[src/rtl/alu_share_arbiter_if.sv]
// Request/response bundle between the two ALU requesters and alu_share_arbiter.
//   req_valid/req_ready : per-requester request handshake (bit i = requester i)
//   req_op/req_a/req_b  : packed per-requester opcode and operands
//   rsp_valid/rsp_ready : one-hot response handshake (bit i = requester i)
//   rsp_res/rsp_zero    : registered ALU result and ZERO flag
// master = requester side, slave = arbiter side.
interface alu_share_arbiter_if #(
  parameter int unsigned W   = 8,
  parameter int unsigned OPW = 5
);
  logic [1:0]       req_valid;
  logic [1:0]       req_ready;
  logic [2*OPW-1:0] req_op;
  logic [2*W-1:0]   req_a;
  logic [2*W-1:0]   req_b;
  logic [1:0]       rsp_valid;
  logic [1:0]       rsp_ready;
  logic [W-1:0]     rsp_res;
  logic             rsp_zero;

  modport master (
    output req_valid, req_op, req_a, req_b, rsp_ready,
    input  req_ready, rsp_valid, rsp_res, rsp_zero
  );

  modport slave (
    input  req_valid, req_op, req_a, req_b, rsp_ready,
    output req_ready, rsp_valid, rsp_res, rsp_zero
  );
endinterface

[src/rtl/alu_share_arbiter.sv]
// Shares one combinational ALU between the execute stage (requester 0) and the
// address/PC-update unit (requester 1). Round-robin grant, one op in flight,
// operands held stable for MOD_LAT cycles on MOD, result registered on return.
// Ports:
//   CLK, RESET_N          : clock, asynchronous active-low reset
//   bus (slave)           : request/response handshakes, see alu_share_arbiter_if
//   alu_op/inOne/inTwo    : drive the shared ALU, zero outside EXEC
//   alu_res/alu_zero      : shared ALU outputs
//   grant_cnt0/grant_cnt1 : saturating accept counters, only with ALU_ARB_STATS_EN
// Optional feature macro: ALU_ARB_STATS_EN.
module alu_share_arbiter #(
  parameter int unsigned W       = 8,
  parameter int unsigned OPW     = 5,
  parameter int unsigned MOD_LAT = 4
) (
  input  logic                CLK,
  input  logic                RESET_N,
  alu_share_arbiter_if.slave  bus,
  output logic [OPW-1:0]      alu_op,
  output logic [W-1:0]        alu_inOne,
  output logic [W-1:0]        alu_inTwo,
  input  logic [W-1:0]        alu_res,
  input  logic                alu_zero
`ifdef ALU_ARB_STATS_EN
  ,
  output logic [15:0]         grant_cnt0,
  output logic [15:0]         grant_cnt1
`endif
);

  localparam int unsigned CNT_W = 4;
  localparam int unsigned STAT_W = 16;
  localparam logic [OPW-1:0] OP_MOD = OPW'(5'b01111);

  typedef enum logic [1:0] {
    IDLE = 2'd0,
    EXEC = 2'd1,
    RESP = 2'd2
  } state_t;

  state_t           state_q;
  logic [OPW-1:0]   op_q;
  logic [W-1:0]     a_q;
  logic [W-1:0]     b_q;
  logic             owner_q;
  logic [CNT_W-1:0] cnt_q;
  logic             last_q;
  logic [W-1:0]     res_q;
  logic             zero_q;
  logic [1:0]       rsp_valid_q;

  logic             winner_c;
  logic             accept_c;
  logic [1:0]       ready_c;
  logic [OPW-1:0]   sel_op_c;
  logic [W-1:0]     sel_a_c;
  logic [W-1:0]     sel_b_c;

  // Winner: sole valid requester, or the one not granted last on a tie.
  always_comb begin
    winner_c = 1'b0;
    if (&bus.req_valid) begin
      winner_c = ~last_q;
    end else begin
      winner_c = bus.req_valid[1];
    end
  end

  // Accept in IDLE whenever anyone is valid; ready goes only to the winner.
  // Gated by RESET_N so ready reads 0 while reset is asserted.
  always_comb begin
    accept_c = (state_q == IDLE) && (|bus.req_valid) && RESET_N;
    ready_c  = 2'b00;
    if (accept_c) begin
      ready_c = winner_c ? 2'b10 : 2'b01;
    end
  end

  // Mux the winning requester's payload.
  always_comb begin
    sel_op_c = bus.req_op[OPW*32'(winner_c) +: OPW];
    sel_a_c  = bus.req_a[W*32'(winner_c) +: W];
    sel_b_c  = bus.req_b[W*32'(winner_c) +: W];
  end

  // Control FSM and datapath registers. op_q/a_q/b_q double as the ALU drive
  // and are cleared on leaving EXEC so the ALU sees 0 outside EXEC.
  always_ff @(posedge CLK or negedge RESET_N) begin
    if (!RESET_N) begin
      state_q     <= IDLE;
      op_q        <= '0;
      a_q         <= '0;
      b_q         <= '0;
      owner_q     <= 1'b0;
      cnt_q       <= '0;
      last_q      <= 1'b1;
      res_q       <= '0;
      zero_q      <= 1'b0;
      rsp_valid_q <= 2'b00;
    end else begin
      case (state_q)
        IDLE: begin
          if (accept_c) begin
            op_q    <= sel_op_c;
            a_q     <= sel_a_c;
            b_q     <= sel_b_c;
            owner_q <= winner_c;
            last_q  <= winner_c;
            cnt_q   <= (sel_op_c == OP_MOD) ? CNT_W'(MOD_LAT - 1) : '0;
            state_q <= EXEC;
          end
        end
        EXEC: begin
          if (cnt_q == '0) begin
            res_q       <= alu_res;
            zero_q      <= alu_zero;
            op_q        <= '0;
            a_q         <= '0;
            b_q         <= '0;
            rsp_valid_q <= owner_q ? 2'b10 : 2'b01;
            state_q     <= RESP;
          end else begin
            cnt_q <= cnt_q - CNT_W'(1);
          end
        end
        RESP: begin
          if (bus.rsp_ready[owner_q]) begin
            rsp_valid_q <= 2'b00;
            state_q     <= IDLE;
          end
        end
        default: begin
          state_q <= IDLE;
        end
      endcase
    end
  end

`ifdef ALU_ARB_STATS_EN
  logic [STAT_W-1:0] gcnt0_q;
  logic [STAT_W-1:0] gcnt1_q;

  // Per-requester accept counters, saturating at all-ones.
  always_ff @(posedge CLK or negedge RESET_N) begin
    if (!RESET_N) begin
      gcnt0_q <= '0;
      gcnt1_q <= '0;
    end else if (accept_c) begin
      if (!winner_c && (gcnt0_q != '1)) begin
        gcnt0_q <= gcnt0_q + STAT_W'(1);
      end
      if (winner_c && (gcnt1_q != '1)) begin
        gcnt1_q <= gcnt1_q + STAT_W'(1);
      end
    end
  end

  assign grant_cnt0 = gcnt0_q;
  assign grant_cnt1 = gcnt1_q;
`endif

  assign bus.req_ready = ready_c;
  assign bus.rsp_valid = rsp_valid_q;
  assign bus.rsp_res   = res_q;
  assign bus.rsp_zero  = zero_q;
  assign alu_op        = op_q;
  assign alu_inOne     = a_q;
  assign alu_inTwo     = b_q;

endmodule
[src/flat_wrapper.sv]
// flat-port wrapper written by rule: the top's interface ports become plain ports
module alu_share_arbiter_flat 
#(
  parameter int unsigned W       = 8,
  parameter int unsigned OPW     = 5,
  parameter int unsigned MOD_LAT = 4
)
  (CLK, RESET_N, alu_op, alu_inOne, alu_inTwo, alu_res, alu_zero, bus_req_valid, bus_req_op, bus_req_a, bus_req_b, bus_rsp_ready, bus_req_ready, bus_rsp_valid, bus_rsp_res, bus_rsp_zero);
  alu_share_arbiter_if #(.W(W), .OPW(OPW)) bus_i ();
  input  logic CLK;
  input  logic RESET_N;
  output logic [OPW-1:0] alu_op;
  output logic [W-1:0] alu_inOne;
  output logic [W-1:0] alu_inTwo;
  input  logic [W-1:0] alu_res;
  input  logic alu_zero;
  input wire logic [$bits(bus_i.req_valid)-1:0] bus_req_valid;
  input wire logic [$bits(bus_i.req_op)-1:0] bus_req_op;
  input wire logic [$bits(bus_i.req_a)-1:0] bus_req_a;
  input wire logic [$bits(bus_i.req_b)-1:0] bus_req_b;
  input wire logic [$bits(bus_i.rsp_ready)-1:0] bus_rsp_ready;
  output wire logic [$bits(bus_i.req_ready)-1:0] bus_req_ready;
  output wire logic [$bits(bus_i.rsp_valid)-1:0] bus_rsp_valid;
  output wire logic [$bits(bus_i.rsp_res)-1:0] bus_rsp_res;
  output wire logic [$bits(bus_i.rsp_zero)-1:0] bus_rsp_zero;
  assign bus_i.req_valid = bus_req_valid;
  assign bus_i.req_op = bus_req_op;
  assign bus_i.req_a = bus_req_a;
  assign bus_i.req_b = bus_req_b;
  assign bus_i.rsp_ready = bus_rsp_ready;
  assign bus_req_ready = bus_i.req_ready;
  assign bus_rsp_valid = bus_i.rsp_valid;
  assign bus_rsp_res = bus_i.rsp_res;
  assign bus_rsp_zero = bus_i.rsp_zero;
  alu_share_arbiter #(.W(W), .OPW(OPW), .MOD_LAT(MOD_LAT)) u_core (.CLK(CLK), .RESET_N(RESET_N), .bus(bus_i), .alu_op(alu_op), .alu_inOne(alu_inOne), .alu_inTwo(alu_inTwo), .alu_res(alu_res), .alu_zero(alu_zero));
endmodule
[config.mk]
export PLATFORM = sky130hd
export DESIGN_NAME = alu_share_arbiter_flat
export DESIGN_NICKNAME = d
export VERILOG_FILES = /design/src/rtl/alu_share_arbiter_if.sv /design/src/rtl/alu_share_arbiter.sv /design/src/flat_wrapper.sv
export SDC_FILE = /design/constraint.sdc
export NUM_CORES = 1
export LEC_CHECK = 0
export ABC_CLOCK_PERIOD_IN_PS = 3660
export CAP_MARGIN = 20
export CORE_MARGIN = 3
export CORE_UTILIZATION = 38
export CTS_CLUSTER_DIAMETER = 50
export DETAILED_ROUTE_END_ITERATION = 8
export HOLD_SLACK_MARGIN = 0.05
export PLACE_DENSITY = 0.81
export SYNTH_ARGS = -nofsm -noshare
export SYNTH_HDL_FRONTEND = slang
export SYNTH_SLANG_ARGS = --single-unit
[constraint.sdc]
create_clock -name CLK -period 3.66 [get_ports CLK]
set_input_delay 0.549 -clock CLK [delete_from_list [all_inputs] [get_ports CLK]]
set_output_delay 0.549 -clock CLK [all_outputs]
set_load 0.005 [all_outputs]
======== Word level (Yosys, flattened, before mapping) ========
Index checks and enable logic that the tools add are counted.
W data, S select, Z words.
cells by class
  multipliers ............................. 1
  bitwise operators ....................... 1
  add/subtract/negate cells ............... 1
  shift-type cells ........................ 3
  reductions and logical operators ........ 14
  order comparisons ....................... 1
  eq/ne operators ......................... 7
  muxes and demuxes ....................... 24
operators by type and width
  kind                   count
  $pmux W8 S2            2
  $shiftx A16 B5 Y8      2
  $mux W8                3
  $mux W2                8
  $reduce_and A3 Y1      4
  $mux W5                2
  $pmux W5 S2            1
  $shiftx A10 B5 Y5      1
  $mux W4                2
  $pmux W4 S2            1
  $ne A2 B1 Y1 const B   3
  $pmux W2 S3            1
  $reduce_and A2 Y1      3
  $eq A5 B4 Y1 const B   1
  $logic_not A4 Y1       1
  $mul A3 B1 Y4 const A  1
  $pmux W2 S2            1
  $reduce_bool A2 Y1     2
  $sub A4 B1 Y4 const B  1
  $mux W1                3
  $eq A2 B1 Y1 const B   1
  $eq A2 B2 Y1 const B   1
  $logic_and A1 B1 Y1    2
  $logic_not A2 Y1       1
  4 further kinds        4
word-level totals
  bits of input ports ..................... 57
  bits in registers ....................... 40

======== Logic depth before layout (Yosys ltp) ========
Gate-level depths: netlist of the first run.
  word-level depth ........................ 8
  gate-level depth with buffers ........... 7

======== Worst setup path after synthesis of the first run ========
OpenSTA, ideal clock, no wires.
  path kind ............................... flip-flop to flip-flop
  start ................................... reg u_core.cnt_q[0]
  end ..................................... reg u_core.rsp_valid_q[0] (netlist: u_core.bus.rsp_valid[0])
  period minus slack after synthesis ...... 1.665 ns
  stages on the path, launching flop included .. 7
  path buffers ............................ 0
  setup slack ............................. 1.995 ns
  library setup time ...................... 0.127 ns
  arrival time ............................ 1.538 ns
  path through ............................ dfrtp_1 > inv_1 > ha_1 > nor3b_2 > a2bb2oi_2 > and2_1 > mux2_1
on the way
  longest elaborated chain between the ends .. 3
ends and longest elaborated chain
  element                      line                      source
  from (decl)                  alu_share_arbiter.sv:46   logic [CNT_W-1:0] cnt_q;
  from (signal assigned)       alu_share_arbiter.sv:109  cnt_q <= (sel_op_c == OP_MOD) ? CNT_W'(MOD_LAT - 1) : '0;
  from (signal assigned)       alu_share_arbiter.sv:123  cnt_q <= cnt_q - CNT_W'(1);
  $logic_not A4 Y1             alu_share_arbiter.sv:114  if (cnt_q == '0) begin
  $ne A2 B1 Y1 (no line)       n/a
  $reduce_and A3 Y1 (no line)  n/a
  to (signal assigned)         alu_share_arbiter.sv:120  rsp_valid_q <= owner_q ? 2'b10 : 2'b01;
  to (decl)                    alu_share_arbiter.sv:50   logic [1:0] rsp_valid_q;
Every way passes these cells.
A chain may end at the register's enable or synchronous reset.

======== Worst setup path after layout of the first run ========
  start ................................... in bus_req_valid[1]
  end ..................................... out bus_req_ready[0]
on the way
  longest elaborated chain between the ends .. 4
ends and longest elaborated chain
  element                                                line                                              source
  from (decl)                                            flat_wrapper.sv:17                                input wire logic [$bits(bus_i.req_valid)-1:0] bus_req_valid;
  $reduce_and A2 Y1 or $reduce_or A2 Y1 (tied branches)  alu_share_arbiter.sv:62, alu_share_arbiter.sv:72
  $mux W1 or $logic_and A1 B1 Y1 (tied branches)         alu_share_arbiter.sv:62, alu_share_arbiter.sv:72
  $mux W2 or $logic_and A1 B1 Y1 (tied branches)         alu_share_arbiter.sv:75, alu_share_arbiter.sv:72
  $mux W2 *                                              alu_share_arbiter.sv:74                           if (accept_c) begin
  to (decl)                                              flat_wrapper.sv:22                                output wire logic [$bits(bus_i.req_ready)-1:0] bus_req_ready;
Mark *: on every way between the ends. The rest lies on a longest branch, timed or not.

==> results of run 1 <==
==> routing by layer <==
layer,vias up,track usage (%)
li1,819,-
met1,772,16.24
met2,59,26.44
met3,8,5.100
met4,0,5.068
met5,-,0
==> cell usage in the layout, fill, tap and decap left out, drive strengths merged, types with 2 or more instances in the layout <==
master | synthesis | routed
inv | 6 | 6
o31ai | 16 | 16
ha | 5 | 5
mux2i | 23 | 23
buf | 8 | 4
mux2 | 11 | 11
dfrtp | 39 | 39
a21oi | 4 | 4
clkdlybuf4s50 | 0 | 89
nand4 | 2 | 2
clkbuf | 0 | 8
nor2 | 7 | 7
a21o | 3 | 3
o21ai | 7 | 7
nand2 | 23 | 23
==> kinds of logic after synthesis <==
kind of cell             share of synthesized area (%)
AO/OA/AOI/OAI                                    18.82
XOR/XNOR                                        0.4104
adder cells (fa/ha/maj)                          2.931
buffers and inverters                            4.513
flip-flops                                       46.95
multiplexers                                     16.59
AND/OR/NAND/NOR                                  9.790
==> per-stage QoR <==
stage	std cells	area, um2
after CTS	337	3157
after detailed placement	329	3067
after global placement	329	3067
after global routing	338	3167
after floorplan	174	2135
final	338	3167
==> final cells by class <==
cell class	count	area, um2
Clock buffer	8	90.09
Fill cell	460	2103
Timing Repair Buffer	94	928.4
Multi-Input combinational cell	120	1036
Inverter	6	22.52
Tap cell	70	87.58
Sequential cell	40	1002
==> how the worst max path moves through the flow <==
stage | start | to | slack (ps)
2_1_floorplan | u_core.cnt_q[0] | u_core.bus.rsp_valid[0] | 1990
3_3_place_gp | bus_req_valid[1] | bus_req_ready[0] | 910
3_5_place_dp | bus_req_valid[1] | bus_req_ready[0] | 890
4_1_cts | bus_req_valid[1] | bus_req_ready[0] | 880
5_1_grt | bus_req_valid[1] | bus_req_ready[0] | 810
6_report | bus_req_valid[1] | bus_req_ready[0] | 910
==> power groups by stage <==
stage                     registers, mW  logic (mW)  clock network, mW
after detailed placement          0.765        1.17                  0
after floorplan                   0.771       0.684                  0
after global placement            0.759        1.14                  0
after CTS                         0.758        1.17              0.311
final                             0.756        1.15              0.298
after global routing              0.781        1.28              0.328
==> worst min-delay path: cells and delay by family, from the launching register on <==
kind / cells / cell delay, ps
AOI/OAI and AO/OA: 1 / 50
DFF: 1 / 340
and+or+nand+nor: 1 / 60
==> state kept, by name, indices dropped and copies added (netlist names) <==
| name | cells |
|---|---|
| u_core.alu_inOne | 8 |
| u_core.alu_inTwo | 8 |
| u_core.alu_op | 5 |
| u_core.bus.rsp_res | 8 |
| u_core.bus.rsp_valid | 2 |
| u_core.bus.rsp_zero | 1 |
| u_core.cnt_q | 4 |
| u_core.last_q | 1 |
| u_core.owner_q | 1 |
| u_core.state_q | 2 |
==> flow_metrics.env, run 1 <==
export IMPL_outcome="complete, no violations"
export IMPL_first_pass_iters=4
export IMPL_grt_max_degree=40
export IMPL_total_power_mw=2.206
export IMPL_cp_depth=5
export IMPL_top_layer="met4"
export IMPL_syn_cell_area_um2=2135
export IMPL_cp_num_buf_inv=3
export IMPL_power_sequential_fraction_pct=34.3
export IMPL_cp_start_kind="input port"
export IMPL_drt_met1_wl_um=1896
export IMPL_clockBufferDepth=2
export IMPL_dp_hpwl_um=3467
export IMPL_viasPerCell=4.905
export IMPL_final_max_slew_viol_count=0
export IMPL_fmax_mhz=363.3
export IMPL_path_clk_slew_ps=70
export IMPL_crit_type="in -> out"
export IMPL_rsz0062_at_grt="false"
export IMPL_min_delay_path_class="reg -> reg"
export IMPL_clockPowerShare_pct=13.5
export IMPL_yosysUniqueCellTypes=39
export IMPL_holdWs_ps=480.9
export IMPL_antenna_found_initial=0
export IMPL_drtIter0Drc=42
export IMPL_drv_cap=0
export IMPL_max_stage_delay_ps=550
export IMPL_num_rows=26
export IMPL_netlist_instances=174
export IMPL_min_period_ps=2752
export IMPL_ys_top_cells_by_area="dfrtp_1 (46%), mux2i_1 (11%), o31ai_2 (8.2%), mux2_1 (5.8%), nand2_1 (4.0%)"
export IMPL_synthFlopType="dfrtp_1"
export IMPL_grt_pass1_vias=1677
export IMPL_leakage_nw=1.364
export IMPL_drt_wl_total_um=4702
export IMPL_wl_met3_um=425
export IMPL_htree_levels=2
export IMPL_fin_nets=329
export IMPL_synthArstFlopShare_pct=100.0
export IMPL_die_y_um=80.95
export IMPL_crit_chain="clkdlybuf4s50_1, a21boi_4, buf_4, nor2_1, clkdlybuf4s50_1"
export IMPL_critPathTopFamily="buffers and inverters"
export IMPL_gp_congestion=0.7411
export IMPL_cp_max_fo=24
export IMPL_ys_seq_elements=40
export IMPL_synth_top_area_share_pct=45.72
export IMPL_overflow=0
export IMPL_slew_headroom_pct=35.25
export IMPL_dp_slack_ps=889.3
export IMPL_grt_pass1_wl_um=7521
export IMPL_cts_resized=0
export IMPL_route_met2_wl_um=2316
export IMPL_synth_area_leader_cell="dfrtp_1"
export IMPL_hp_start="u_core.alu_inTwo[2]"
export IMPL_r2r_end="u_core.alu_inOne[4]"
export IMPL_required_ps=3110
export IMPL_comb_power_share_pct=52.2
export IMPL_synthToLayoutAreaGrowth_pct=48.36
export IMPL_critPathCaptureType="primary output"
export IMPL_die_w_um=80.95
export IMPL_layout_setup_ws_ps=907.6
export IMPL_hold_violations=0
export IMPL_track_usage_pct=14.79
export IMPL_ant_nets=0
export IMPL_yosysSeqAreaShare_pct=46.95
export IMPL_tightest_slew_ps=969.7
export IMPL_cts_tree="built"
export IMPL_vdd_drop_max_mv=0.3786
export IMPL_hold_end="u_core.alu_inTwo[2]"
export IMPL_num_vias=1658
export IMPL_reg2reg_depth=7
export IMPL_clk_latency_ps=290
export IMPL_cts_root_buf="clkbuf_8"
export IMPL_fin_skew_ps=7.540
export IMPL_final_core_util_pct=60.09
export IMPL_post_cts_buffers=0
export IMPL_powerDensity_nw_per_um2=696.5
export IMPL_yosys_warnings=0
export IMPL_arrival_ps=2200
export IMPL_min_path_cells=2
export IMPL_r2r_setup_slack_ps=1410
export IMPL_synth_most_common_cell="dfrtp_1"
export IMPL_intPower_mw=1.441
export IMPL_clock_sinks=40
export IMPL_syn_area_per_cell_um2=12.27
export IMPL_netSwitchingFraction_pct=34.69
export IMPL_pin_count=91
export IMPL_setup_tns_ps=0
export IMPL_cts_hold_fix_buffers=0
export IMPL_cts_buffers=5
export IMPL_ys_top_cells_by_count="dfrtp_1 (39), mux2i_1 (23), nand2_1 (23)"
export IMPL_portBuffers=90
export IMPL_fp_coreArea_um2=5270
export IMPL_cpMostUsedCell="clkdlybuf4s50_1"
export IMPL_synth_fp_nets=236
export IMPL_setup_viol=0
export IMPL_p_sw_mw=0.7653
export IMPL_start_util_pct=40.50
export IMPL_wl_per_cell_um=13.91
export IMPL_drive_gt1_share_pct=13.43
export IMPL_drc_errors=0
export IMPL_cpMaxStageDelayCell="clkdlybuf4s50_1"
export IMPL_diodes=0
export IMPL_die_area_um2=6553
export IMPL_post_route_period_util_pct=75.20
export IMPL_synth_edf_count=0
export IMPL_reg2reg_from="u_core.state_q[1]"
Power figures use the tool's default switching activity.
==> run 2: changes to the inputs <==
--- a/config.mk
+++ b/config.mk
@@ -5,14 +5,14 @@
 export SDC_FILE = /design/constraint.sdc
 export NUM_CORES = 1
 export LEC_CHECK = 0
-export ABC_CLOCK_PERIOD_IN_PS = 3660
+export ABC_CLOCK_PERIOD_IN_PS = 2500
 export CAP_MARGIN = 20
 export CORE_MARGIN = 3
 export CORE_UTILIZATION = 38
 export CTS_CLUSTER_DIAMETER = 50
 export DETAILED_ROUTE_END_ITERATION = 8
 export HOLD_SLACK_MARGIN = 0.05
-export PLACE_DENSITY = 0.81
+export PLACE_DENSITY = 0.84
 export SYNTH_ARGS = -nofsm -noshare
 export SYNTH_HDL_FRONTEND = slang
 export SYNTH_SLANG_ARGS = --single-unit
==> constraint.sdc (replaced) <==
create_clock -name CLK -period 2.5 [get_ports CLK]
set_input_delay 0.375 -clock CLK [delete_from_list [all_inputs] [get_ports CLK]]
set_output_delay 0.375 -clock CLK [all_outputs]
set_load 0.005 [all_outputs]
==> flow_metrics.env, run 2 (synthesis gave the netlist of run 1 again) <==
export IMPL_outcome="complete, no violations"
export IMPL_antenna_found_initial=0
export IMPL_cts_buffers=5
export IMPL_pin_count=91
export IMPL_first_pass_iters=4
export IMPL_vdd_drop_max_mv=0.6013
export IMPL_grt_pass1_vias=1802
export IMPL_gp_congestion=0.7458
export IMPL_setup_viol=0
export IMPL_fin_skew_ps=10.61
export IMPL_die_y_um=80.95
export IMPL_reg2reg_from="u_core.state_q[1]"
export IMPL_powerDensity_nw_per_um2=1026
export IMPL_cts_root_buf="clkbuf_8"
export IMPL_drc_errors=0
export IMPL_hold_violations=0
export IMPL_drive_gt1_share_pct=14.44
export IMPL_min_period_ps=2248
export IMPL_nFillCells=462
export IMPL_tightest_slew_ps=961.1
export IMPL_drtIter0Drc=24
export IMPL_cp_start_kind="input port"
export IMPL_viasPerCell=4.962
export IMPL_die_w_um=80.95
export IMPL_track_usage_pct=15.57
export IMPL_post_cts_buffers=0
export IMPL_overflow=0
export IMPL_fin_nets=331
export IMPL_cp_max_fo=6
export IMPL_drt_wl_total_um=4906
export IMPL_path_clk_slew_ps=80
export IMPL_diodes=0
export IMPL_clockBufferDepth=2
export IMPL_portBuffers=90
export IMPL_fmax_mhz=444.8
export IMPL_start_util_pct=40.50
export IMPL_htree_levels=2
export IMPL_cts_tree="built"
export IMPL_ant_nets=0
export IMPL_holdWs_ps=471.0
export IMPL_num_vias=1687
export IMPL_drv_cap=0
export IMPL_die_area_um2=6553
export IMPL_fp_coreArea_um2=5270
export IMPL_leakage_nw=1.372
export IMPL_arrival_ps=1870
export IMPL_post_route_period_util_pct=89.93
export IMPL_clock_sinks=40
export IMPL_cp_startpoint="RESET_N"
export IMPL_synthToLayoutAreaGrowth_pct=49.24
export IMPL_slew_headroom_pct=35.82
export IMPL_required_ps=2120
export IMPL_critPathCaptureType="primary output"
export IMPL_setup_tns_ps=0
export IMPL_clk_latency_ps=290
export IMPL_r2r_setup_slack_ps=480
export IMPL_wl_per_cell_um=14.43
export IMPL_num_rows=26
export IMPL_crit_type="in -> out"
export IMPL_min_delay_path_class="in -> async"
export IMPL_grt_pass1_wl_um=7955
export IMPL_cts_resized=0
export IMPL_dp_hpwl_um=3792
export IMPL_rsz0062_at_grt="false"
export IMPL_final_common_cell="clkdlybuf4s50_1"
export IMPL_grt_max_degree=39
export IMPL_final_max_slew_viol_count=0
export IMPL_layout_common_cells="clkdlybuf4s50_1 (89), dfrtp_1 (39), mux2i_1 (23), nand2_1 (23), o31ai_2 (14)"
## run 2: cell types whose count changed in the layout (fill, tap and decap cells not counted)
cell        delta
buf_4          +2
clkbuf_1       -1
clkinvlp_4     +1
## run 2: stage by stage
| stage | cell area [um2] | std cells | setup slack (ps) | power (mW) | utilization, % |
|---|---|---|---|---|---|
| after floorplan | 2135 | 174 | 834.6 | 2.130 | - |
| after global placement | 3082 | 331 | 253.9 | 2.796 | 58.48 |
| after detailed placement | 3082 | 331 | 237.6 | 2.868 | 58.48 |
| after CTS | 3186 | 340 | 238.6 | 3.324 | 60.45 |
| after global routing | 3186 | 340 | 171.5 | 3.525 | 60.45 |
| final | 3186 | 340 | 251.8 | 3.270 | 60.45 |
## run 2: worst max-delay path, stage by stage
cell             delay [ps]
dlygate4sd3_1           540
buf_2                   210
and3_1                  230
clkdlybuf4s50_1         520
## run 2: path summary, 6_finish.rpt
check | endpoint | depth (start not counted)
setup / recovery | bus_req_ready[1] | 4
hold reg to reg | u_core.alu_inOne[6] | 2
min in group CLK | u_core.alu_inOne[6] | 2
max in group asynchronous | u_core.last_q | 3
hold / removal | u_core.alu_op[1] | 2
setup reg to reg | u_core.cnt_q[1] | 7
## run 2: per-layer routing
layer	global-route usage [%]	share of wire, %
met3	4.767	8.5
met5	0	0
met2	27.50	48
met4	6.419	1.7
met1	17.31	41
## run 2: area by class of cell
cell class / count / area [um2] / area share [%]
clock buffers: 7 / 86.33 / 2.710
flip-flops and latches: 40 / 1002 / 31.46
repair buffers: 96 / 943.4 / 29.62
inverters: 6 / 22.52 / 0.7070
well taps: 70 / 87.58 / 2.749
clock inverters: 1 / 7.507 / 0.2357
multi-input cells: 120 / 1036 / 32.52
## run 2: where the power goes
part           total (mW)  internal (mW)  switching [mW]  leakage [nW]
logic                1.72          0.950           0.768         0.828
clock network       0.442          0.224           0.218        0.0445
registers            1.11          0.951           0.160         0.499
total                3.27           2.12            1.15          1.37
## run 2: timing repair
action,4_1_cts,5_1_grt
hold endpoints to repair,2,0
hold buffers,1,0
setup endpoints to repair,0,0
==> run 3: changes to the inputs <==
--- a/config.mk
+++ b/config.mk
@@ -7,12 +7,13 @@
 export LEC_CHECK = 0
 export ABC_CLOCK_PERIOD_IN_PS = 2500
 export CAP_MARGIN = 20
-export CORE_MARGIN = 3
+export CORE_MARGIN = 10
 export CORE_UTILIZATION = 38
 export CTS_CLUSTER_DIAMETER = 50
 export DETAILED_ROUTE_END_ITERATION = 8
 export HOLD_SLACK_MARGIN = 0.05
 export PLACE_DENSITY = 0.84
+export SLEW_MARGIN = 25
 export SYNTH_ARGS = -nofsm -noshare
 export SYNTH_HDL_FRONTEND = slang
 export SYNTH_SLANG_ARGS = --single-unit
==> flow_metrics.env, run 3 (synthesis gave the netlist of run 1 again) <==
export IMPL_overflow=0
export IMPL_drt_wl_total_um=5464
export IMPL_leakage_nw=1.363
export IMPL_layout_setup_ws_ps=243.9
export IMPL_track_usage_pct=12.39
export IMPL_arrival_ps=1880
export IMPL_portBuffers=90
export IMPL_drc_errors=0
export IMPL_num_vias=1672
export IMPL_die_y_um=94.95
export IMPL_slew_headroom_pct=34.58
export IMPL_wl_per_cell_um=16.02
export IMPL_dp_slack_ps=224.3
export IMPL_dp_hpwl_um=4376
export IMPL_path_clk_slew_ps=70
export IMPL_cts_tree="built"
export IMPL_first_pass_iters=4
export IMPL_viasPerCell=4.903
export IMPL_cp_max_fo=3
export IMPL_ant_nets=0
export IMPL_final_core_util_pct=57.82
export IMPL_cts_resized=0
export IMPL_diodes=0
export IMPL_drv_cap=0
export IMPL_drive_gt1_share_pct=13.75
export IMPL_fp_coreArea_um2=5473
export IMPL_critPathCaptureType="primary output"
export IMPL_post_cts_buffers=0
export IMPL_tightest_slew_ps=979.7
export IMPL_final_max_slew_viol_count=0
export IMPL_pin_count=91
export IMPL_required_ps=2120
export IMPL_design_area_um2=3164
export IMPL_outcome="complete, no violations"
export IMPL_start_util_pct=39.00
export IMPL_gp_congestion=0.7428
export IMPL_cts_buffers=5
export IMPL_cts_hold_fix_buffers=0
export IMPL_final_common_cell="clkdlybuf4s50_1"
export IMPL_postPlaceCellArea_um2=3084
export IMPL_clock_sinks=40
export IMPL_setup_tns_ps=0
export IMPL_cp_start_kind="input port"
export IMPL_powerDensity_nw_per_um2=1024
export IMPL_grt_max_degree=38
export IMPL_fmax_mhz=443.2
export IMPL_post_route_period_util_pct=90.24
export IMPL_layout_common_cells="clkdlybuf4s50_1 (89), dfrtp_1 (39), mux2i_1 (23), nand2_1 (23), o31ai_2 (14)"
export IMPL_die_area_um2=9016
export IMPL_num_rows=27
export IMPL_cts_root_buf="clkbuf_8"
export IMPL_antenna_found_initial=0
export IMPL_fin_nets=330
export IMPL_min_period_ps=2256
export IMPL_vdd_drop_max_mv=0.5030
export IMPL_crit_type="in -> out"
export IMPL_die_w_um=94.95
export IMPL_clockBufferDepth=2
export IMPL_drtIter0Drc=22
export IMPL_clk_latency_ps=290
export IMPL_fin_skew_ps=4.389
export IMPL_rsz0062_at_grt="false"
export IMPL_setup_viol=0
export IMPL_htree_levels=2
export IMPL_grt_pass1_vias=1839
export IMPL_grt_pass1_wl_um=8907
export IMPL_min_delay_path_class="in -> async"
export IMPL_hold_violations=0
export IMPL_synthToLayoutAreaGrowth_pct=48.24
==> run 3: cell types whose count changed in the layout (fill, tap and decap cells not counted) <==
| cell | previous run | this run |
|---|---|---|
| clkbuf_8 | 6 | 5 |
| dlygate4sd3_1 | 1 | 0 |
| clkinvlp_4 | 1 | 0 |
| clkbuf_1 | 1 | 3 |
==> run 3: power by group <==
part	total, mW	switching (mW)	internal [mW]
Combinational	1.72	0.776	0.943
Clock	0.405	0.207	0.198
Sequential	1.12	0.166	0.951
Total	3.24	1.15	2.09
==> run 3: path summary, 6_finish.rpt <==
check / endpoint / startpoint / depth (start not counted) / slack (ps)
max: bus_req_ready[1] / bus_req_valid[1] / 4 / 240
min: u_core.owner_q / RESET_N / 2 / 110
max reg2reg: u_core.alu_inOne[3] / u_core.state_q[1] / 6 / 340
min reg2reg: u_core.alu_inOne[0] / u_core.alu_inOne[0] / 2 / 480
max in group asynchronous: u_core.last_q / RESET_N / 2 / 2090
min in group CLK: u_core.alu_inOne[0] / u_core.alu_inOne[0] / 2 / 480
==> run 3: stage by stage <==
step                power, mW  instances  hold WS (ps)
floorplan               2.130        174         79.41
global route            3.515        341         121.6
detailed placement      2.890        333         426.1
finish                  3.241        341         108.6
CTS                     3.310        341         115.2
global placement        2.814        333         415.7
==> run 3: critical path, cell delays in order <==
cell and delay, ps:
clkdlybuf4s50_1 550, a21boi_4 220, and3_1 220, clkdlybuf4s50_1 520
==> run 3: layer usage <==
layer | track usage, % | share of wire (%)
met4 | 5.860 | 1.7
met3 | 3.569 | 7.5
met2 | 22.14 | 52
met5 | 0 | 0
met1 | 13.11 | 39
==> run 3: cell type report <==
class                   count  area, um2
repair buffers             95      933.4
inverters                   6      22.52
fillers                   498       2308
clock buffers               8      80.08
flip-flops and latches     40       1002
multi-input cells         120       1036
well taps                  72      90.09
